<file path="config.mk">
export PLATFORM = sky130hd
export DESIGN_NAME = cg_stage_sequencer
export DESIGN_NICKNAME = d
export VERILOG_FILES = /design/src/rtl/cg_pkg.sv /design/src/rtl/cg_stage_cfg.sv /design/src/rtl/cg_stage_sequencer.sv
export SDC_FILE = /design/constraint.sdc
export NUM_CORES = 1
export LEC_CHECK = 0
export CAP_MARGIN = 20
export CORE_ASPECT_RATIO = 0.7
export CORE_UTILIZATION = 50
export DETAILED_ROUTE_END_ITERATION = 12
export GPL_TIMING_DRIVEN = 0
export PLACE_DENSITY = 0.69
export SETUP_SLACK_MARGIN = 0.05
export SLEW_MARGIN = 20
export SYNTH_ARGS = -nofsm -noshare
export SYNTH_HDL_FRONTEND = slang
export SYNTH_SLANG_ARGS = --single-unit
</file>
<file path="constraint.sdc">
create_clock -name clk -period 11.8 [get_ports clk]
set_input_delay 1.77 -clock clk [delete_from_list [all_inputs] [get_ports clk]]
set_output_delay 1.77 -clock clk [all_outputs]
set_load 0.03 [all_outputs]
</file>
<file path="src/rtl/cg_pkg.sv">
// Shared types and constants for the coilgun stage sequencer: FSM states,
// config field selects and flag bit positions.
package cg_pkg;

    typedef enum logic [2:0] {
        S_IDLE  = 3'd0,
        S_LOAD  = 3'd1,
        S_ARM   = 3'd2,
        S_NEXT  = 3'd3,
        S_FAULT = 3'd4
    } cg_seq_state_t;

    localparam logic [1:0] CFG_DLY = 2'd0;
    localparam logic [1:0] CFG_LMT = 2'd1;
    localparam logic [1:0] CFG_FLG = 2'd2;

    localparam int FLG_DDS = 0;
    localparam int FLG_LDS = 1;
    localparam int FLG_LEN = 2;
    localparam int FLG_EN  = 3;

    // True when the state belongs to an active firing sequence.
    function automatic logic seq_active(cg_seq_state_t s);
        return (s == S_LOAD) || (s == S_ARM) || (s == S_NEXT);
    endfunction

endpackage

</file>
<file path="src/rtl/cg_stage_cfg.sv">
// Per-stage configuration bank (delay, limit, flags). Writes are dropped
// while a sequence is running; reads are combinational by stage index.
module cg_stage_cfg
    import cg_pkg::*;
#(
    parameter int N_STAGES = 4,
    parameter int W        = 24,
    parameter int SW       = $clog2(N_STAGES)
) (
    input  logic          clk,
    input  logic          rst,
    input  logic          we,
    input  logic          busy,
    input  logic [SW-1:0] waddr,
    input  logic [1:0]    sel,
    input  logic [W-1:0]  wdata,
    input  logic [SW-1:0] raddr,
    output logic [W-1:0]  rdly,
    output logic [W-1:0]  rlmt,
    output logic [3:0]    rflg
);

    logic [N_STAGES-1:0][W-1:0] dly_q;
    logic [N_STAGES-1:0][W-1:0] lmt_q;
    logic [N_STAGES-1:0][3:0]   flg_q;
    logic                       wr_ok;

    assign wr_ok = we && !busy;

    always_ff @(posedge clk or posedge rst) begin
        if (rst) begin
            dly_q <= '0;
            lmt_q <= '0;
            flg_q <= '0;
        end else if (wr_ok) begin
            for (int i = 0; i < N_STAGES; i++) begin
                if (waddr == SW'(i)) begin
                    case (sel)
                        CFG_DLY: dly_q[i] <= wdata;
                        CFG_LMT: lmt_q[i] <= wdata;
                        CFG_FLG: flg_q[i] <= wdata[3:0];
                        default: ;
                    endcase
                end
            end
        end
    end

    assign rdly = dly_q[raddr];
    assign rlmt = lmt_q[raddr];
    assign rflg = flg_q[raddr];

endmodule

</file>
<file path="src/rtl/cg_stage_sequencer.sv">
// Multi-stage coilgun firing sequencer: walks the stage table, presents each
// stage's config, triggers its core and advances on done, with timeout/abort.
module cg_stage_sequencer
    import cg_pkg::*;
#(
    parameter int            N_STAGES = 4,
    parameter int            W        = 24,
    parameter logic [W-1:0]  TMO      = 24'd1_000_000,
    localparam int           SW       = $clog2(N_STAGES)
) (
    input  logic                clk,
    input  logic                I_RST,
    input  logic                I_CFG_WE,
    input  logic [SW-1:0]       I_CFG_ADDR,
    input  logic [1:0]          I_CFG_SEL,
    input  logic [W-1:0]        I_CFG_DATA,
    input  logic                I_FIRE,
    input  logic                I_ABORT,
    input  logic                I_CLR,
    input  logic [N_STAGES-1:0] I_DONE,
    output logic [N_STAGES-1:0] O_TRIG,
    output logic [W-1:0]        O_DLY,
    output logic [W-1:0]        O_LMT,
    output logic [2:0]          O_FLG,
    output logic                O_OE,
    output logic [SW-1:0]       O_STAGE,
    output logic                O_BUSY,
    output logic                O_FAULT
);

    cg_seq_state_t       state, nstate;
    logic [SW-1:0]       stage, nstage;
    logic [W-1:0]        tcnt;
    logic                en_q;
    logic [W-1:0]        c_dly, c_lmt;
    logic [3:0]          c_flg;
    logic [N_STAGES-1:0] trig_d;
    logic                busy_d;
    logic                last_stage;

    cg_stage_cfg #(
        .N_STAGES (N_STAGES),
        .W        (W),
        .SW       (SW)
    ) u_cfg (
        .clk   (clk),
        .rst   (I_RST),
        .we    (I_CFG_WE),
        .busy  (O_BUSY),
        .waddr (I_CFG_ADDR),
        .sel   (I_CFG_SEL),
        .wdata (I_CFG_DATA),
        .raddr (nstage),
        .rdly  (c_dly),
        .rlmt  (c_lmt),
        .rflg  (c_flg)
    );

    assign last_stage = (stage == SW'(N_STAGES - 1));

    // Abort outranks done, which outranks the timeout.
    always_comb begin
        nstate = state;
        nstage = stage;
        case (state)
            S_IDLE: begin
                if (I_FIRE) begin
                    nstate = S_LOAD;
                    nstage = '0;
                end
            end
            S_LOAD: begin
                if (I_ABORT)   nstate = S_IDLE;
                else if (en_q) nstate = S_ARM;
                else           nstate = S_NEXT;
            end
            S_ARM: begin
                if (I_ABORT)                 nstate = S_IDLE;
                else if (I_DONE[stage])      nstate = S_NEXT;
                else if (tcnt == TMO - W'(1)) nstate = S_FAULT;
            end
            S_NEXT: begin
                if (I_ABORT || last_stage) begin
                    nstate = S_IDLE;
                end else begin
                    nstate = S_LOAD;
                    nstage = stage + SW'(1);
                end
            end
            S_FAULT: begin
                if (I_CLR) nstate = S_IDLE;
            end
            default: nstate = S_IDLE;
        endcase
    end

    always_comb begin
        trig_d = '0;
        for (int i = 0; i < N_STAGES; i++) begin
            trig_d[i] = (nstate == S_ARM) && (nstage == SW'(i));
        end
        busy_d = seq_active(nstate);
    end

    // Outputs are registered from next-state so nothing combinational
    // reaches the cores; the reset also drops O_TRIG asynchronously.
    always_ff @(posedge clk or posedge I_RST) begin
        if (I_RST) begin
            state   <= S_IDLE;
            stage   <= '0;
            tcnt    <= '0;
            en_q    <= 1'b0;
            O_TRIG  <= '0;
            O_DLY   <= '0;
            O_LMT   <= '0;
            O_FLG   <= '0;
            O_OE    <= 1'b0;
            O_BUSY  <= 1'b0;
            O_FAULT <= 1'b0;
        end else begin
            state   <= nstate;
            stage   <= nstage;
            O_TRIG  <= trig_d;
            O_OE    <= busy_d;
            O_BUSY  <= busy_d;
            O_FAULT <= (nstate == S_FAULT);
            if (state == S_ARM) tcnt <= tcnt + W'(1);
            else                tcnt <= '0;
            if (nstate == S_LOAD) begin
                O_DLY <= c_dly;
                O_LMT <= c_lmt;
                O_FLG <= {c_flg[FLG_LEN], c_flg[FLG_LDS], c_flg[FLG_DDS]};
                en_q  <= c_flg[FLG_EN];
            end
        end
    end

    assign O_STAGE = stage;

endmodule

</file>
==> results.md <==
- Outcome: finished clean
- Number of global-route vias before repair: 10,600
- Maximum fanout along the worst path: 10
- Vias per inst: ~6.3
- Dominant cell by count in the synthesized netlist: sky130_fd_sc_hd__dfrtp_1
- Post-synth top flop: sky130_fd_sc_hd__dfrtp_1
- Total negative setup slack: 0 ns
- Initial cell density of the core: 0.508
- Sort of element at the end of the critical path: flop
- Transition time at the pin with the least slew margin: between 1 and 1.5 ns
- IR Drop Worst-Case VDD: roughly 130 uV
- HPWL reported at the end of detailed placement: 27.0 mm
- Static leakage: 6.83 nW
- First-pass GRT wire length: a little over 60 mm
- Number of port buffers: 97
- Root buffer cell: sky130_fd_sc_hd__clkbuf_16
- R2R depth: 7
- Period utilisation layout: 0.363
- Hold Path Depth: 2
- Max capacitance violation total: 0
- Clock transition at path regs: around 0.060 ns
- Sinks on Clock Net: around 300
- Cell Int Power: between 2 and 3 mW
- Net count of the mapped netlist: about 1,200
- Initial antenna violation count: 1
- Seq/Total Area, Yosys: 0.523
- Number of library cell types mapped by synthesis: 56
- Setup Fix Bufs, Post-CTS: 0
- Asr flop ratio synth: 1.00
- Latest clock arrival within the worst-skew pair: roughly 0.56 ns
- CTS tree: done
- Post-Syn Instances: about 1,200
- Placer congestion estimate: approximately 0.9
- Clock Skew: ~0.0091 ns
- Largest net degree at the start of global routing: 88
- Overall power: approximately 4.2 mW
- DRC violation count after routing: 0
- I/O pin count: 98
- Flops & latches, synth: about 300
- Setup repair after global routing missed its margin: no
- Hold Fails Final Rpt: 0
- Clock Power Share: 0.231
- Biggest area consumer among synthesized cells: sky130_fd_sc_hd__dfrtp_1
- Arr. time, crit path: 4.73 ns
- Data required time at the worst endpoint: between 10 and 15 ns
- Net count, final: approximately 1,400
- Final Cell Area: 16,600 sq um
- Global-route usage over all layers: 0.278
- Logic pwr share: 0.378
- Yosys top cell area share: 0.523
- Mapped cell area: 14,100 sq um
- Total net switching power: about 1.5 mW
- Dpl cell area: ~16,000 sq um
- # H-tree levels: 1
- Post-detailed-routing wire length: between 30 and 40 mm
- Number of cells upsized or downsized after cts: 0
- Leading post-synthesis cells by cell area: sky130_fd_sc_hd__dfrtp_1, sky130_fd_sc_hd__mux2_2, sky130_fd_sc_hd__mux2i_1
- Number of DRC markers after the initial detailed-route iteration: 1,095
- Area Overhead vs Synth: 17.7%
- ANT nets after route: 0
- Width of the die: between 200 and 250 microns
- Normalized max-slew margin: 0.245
- Die outline height: about 140 microns
- Switching Fraction: 0.366
- Syn avg cell area: ~12 sq um
- Number of buffers created by CTS: 29
- Final setup viols: 0
- Row count: between 50 and 60
- Yosys warnings: 0
- Pwr dens: approximately 250 nW/um^2
- Post-cts hold buffer count: 0
- Share of total power in sequential cells: 0.391
- Peak Freq: roughly 230 MHz
- Critical path startpoint category: primary input
- Placeable Area: between 20,000 and 30,000 sq um
- Hold WS: 0.490 ns
- Proportion of layout cells with a drive suffix above 1: 0.219
- Min Tclk post-route: 4.29 ns
- Detail-routed net length per standard cell: approximately 23 microns
- Detailed-routing iteration count for the pre-antenna-repair pass: 5
- Leading post-synthesis cells by instance count: sky130_fd_sc_hd__dfrtp_1, sky130_fd_sc_hd__mux2_2, sky130_fd_sc_hd__nand2_1
- Critical path type: primary input to flop
- Type of the worst min-delay path: flop to flop
- Congestion Overflow GR: 0
- Total Die Area: approximately 29,000 sq um
- Pins Over Slew Limit: 0
- Vias: about 11,000
- Clock tree buffer depth: 3
- Number of enable-type register cells in the synthesized netlist: 0
placed cells by master, fill, tap and decap left out, types with 21 or more instances in the layout:
cell type and n:
sky130_fd_sc_hd__o21ai_0 52, sky130_fd_sc_hd__nor4_1 60, sky130_fd_sc_hd__buf_2 21, sky130_fd_sc_hd__nor2_1 22, sky130_fd_sc_hd__a2bb2oi_1 52, sky130_fd_sc_hd__a211oi_1 52
sky130_fd_sc_hd__mux2i_1 54, sky130_fd_sc_hd__mux2_2 210, sky130_fd_sc_hd__clkbuf_16 29, sky130_fd_sc_hd__nand2_1 127, sky130_fd_sc_hd__a311oi_1 52, sky130_fd_sc_hd__clkdlybuf4s50_1 97
sky130_fd_sc_hd__dfrtp_1 295, sky130_fd_sc_hd__clkbuf_1 83
power groups by stage:
stage | registers, mW | logic, mW | clock network (mW)
after CTS | 1.62 | 1.56 | 0.974
after floorplan | 1.70 | 0.942 | 0
final | 1.63 | 1.57 | 0.963
after global placement | 1.62 | 1.51 | 0
after detailed placement | 1.63 | 1.55 | 0
after global routing | 1.66 | 1.68 | 1.02
cell families after synthesis:
| logic type | count (synthesis) | synth area share |
|---|---|---|
| muxes | 265 | 0.208 |
| adders and majority gates | 2 | 0.00177 |
| DFF | 295 | 0.523 |
| xor gates and xnor gates | 13 | 0.00807 |
| and+or+nand+nor | 270 | 0.0972 |
| buffers and inverters | 121 | 0.0348 |
| AOI/OAI and AO/OA | 240 | 0.127 |
critical path, stage by stage:
cell	delay, ns
sky130_fd_sc_hd__clkdlybuf4s50_1	0.45
sky130_fd_sc_hd__nor4b_1	0.83
sky130_fd_sc_hd__and3_1	0.27
sky130_fd_sc_hd__clkbuf_1	0.52
sky130_fd_sc_hd__buf_2	0.49
sky130_fd_sc_hd__mux2_2	0.38
metal layers:
| metal | GRT usage | up-vias | part of all wire |
|---|---|---|---|
| met2 | 0.404 | 475 | 0.42 |
| met3 | 0.0593 | 66 | 0.088 |
| met5 | 0 | - | 0.00025 |
| met1 | 0.420 | 5553 | 0.47 |
| li1 | - | 4791 | - |
| met4 | 0.0669 | 2 | 0.020 |
flip-flops by register name, indices dropped and copies added (netlist names):
| name | flops |
|---|---|
| O_BUSY | 1 |
| O_DLY | 24 |
| O_FAULT | 1 |
| O_FLG | 3 |
| O_LMT | 24 |
| O_STAGE | 2 |
| O_TRIG | 4 |
| en_q | 1 |
| state | 3 |
| tcnt | 24 |
| u_cfg.dly_q | 96 |
| u_cfg.flg_q | 16 |
| u_cfg.lmt_q | 96 |
cell type report:
| cell class | instances | area [sq um] |
|---|---|---|
| plain buffers | 113 | 460 |
| flip-flops and latches | 295 | 7380 |
| multi-input cells | 790 | 6230 |
| fillers | 2308 | 11200 |
| clock inverters | 12 | 163 |
| repair buffers | 100 | 1050 |
| inverters | 8 | 37.5 |
| clock buffers | 38 | 810 |
| well taps | 371 | 464 |
| diodes | 1 | 2.50 |
metrics by stage:
stage	std cells	util	setup WS, ns
final	1728	0.598	7.51
after global placement	1674	0.560	-1.87
after detailed placement	1677	0.563	7.06
after CTS	1727	0.598	7.64
after global routing	1727	0.598	7.47
after floorplan	1206	-	1.88
final timing paths:
path                                    from         endpoint  slack [ns]
min in group asynchronous              I_RST  u_cfg.lmt_q[85]        1.65
worst max register to register    O_STAGE[1]             en_q        8.71
worst max-delay path            I_CFG_SEL[0]  u_cfg.dly_q[78]        7.51
max in group asynchronous              I_RST         O_DLY[3]        8.99
worst min register to register      O_FLG[0]         O_FLG[0]        0.49
worst min-delay path                O_FLG[0]         O_FLG[0]        0.49
No activity file was read; power rests on OpenSTA's default activity.
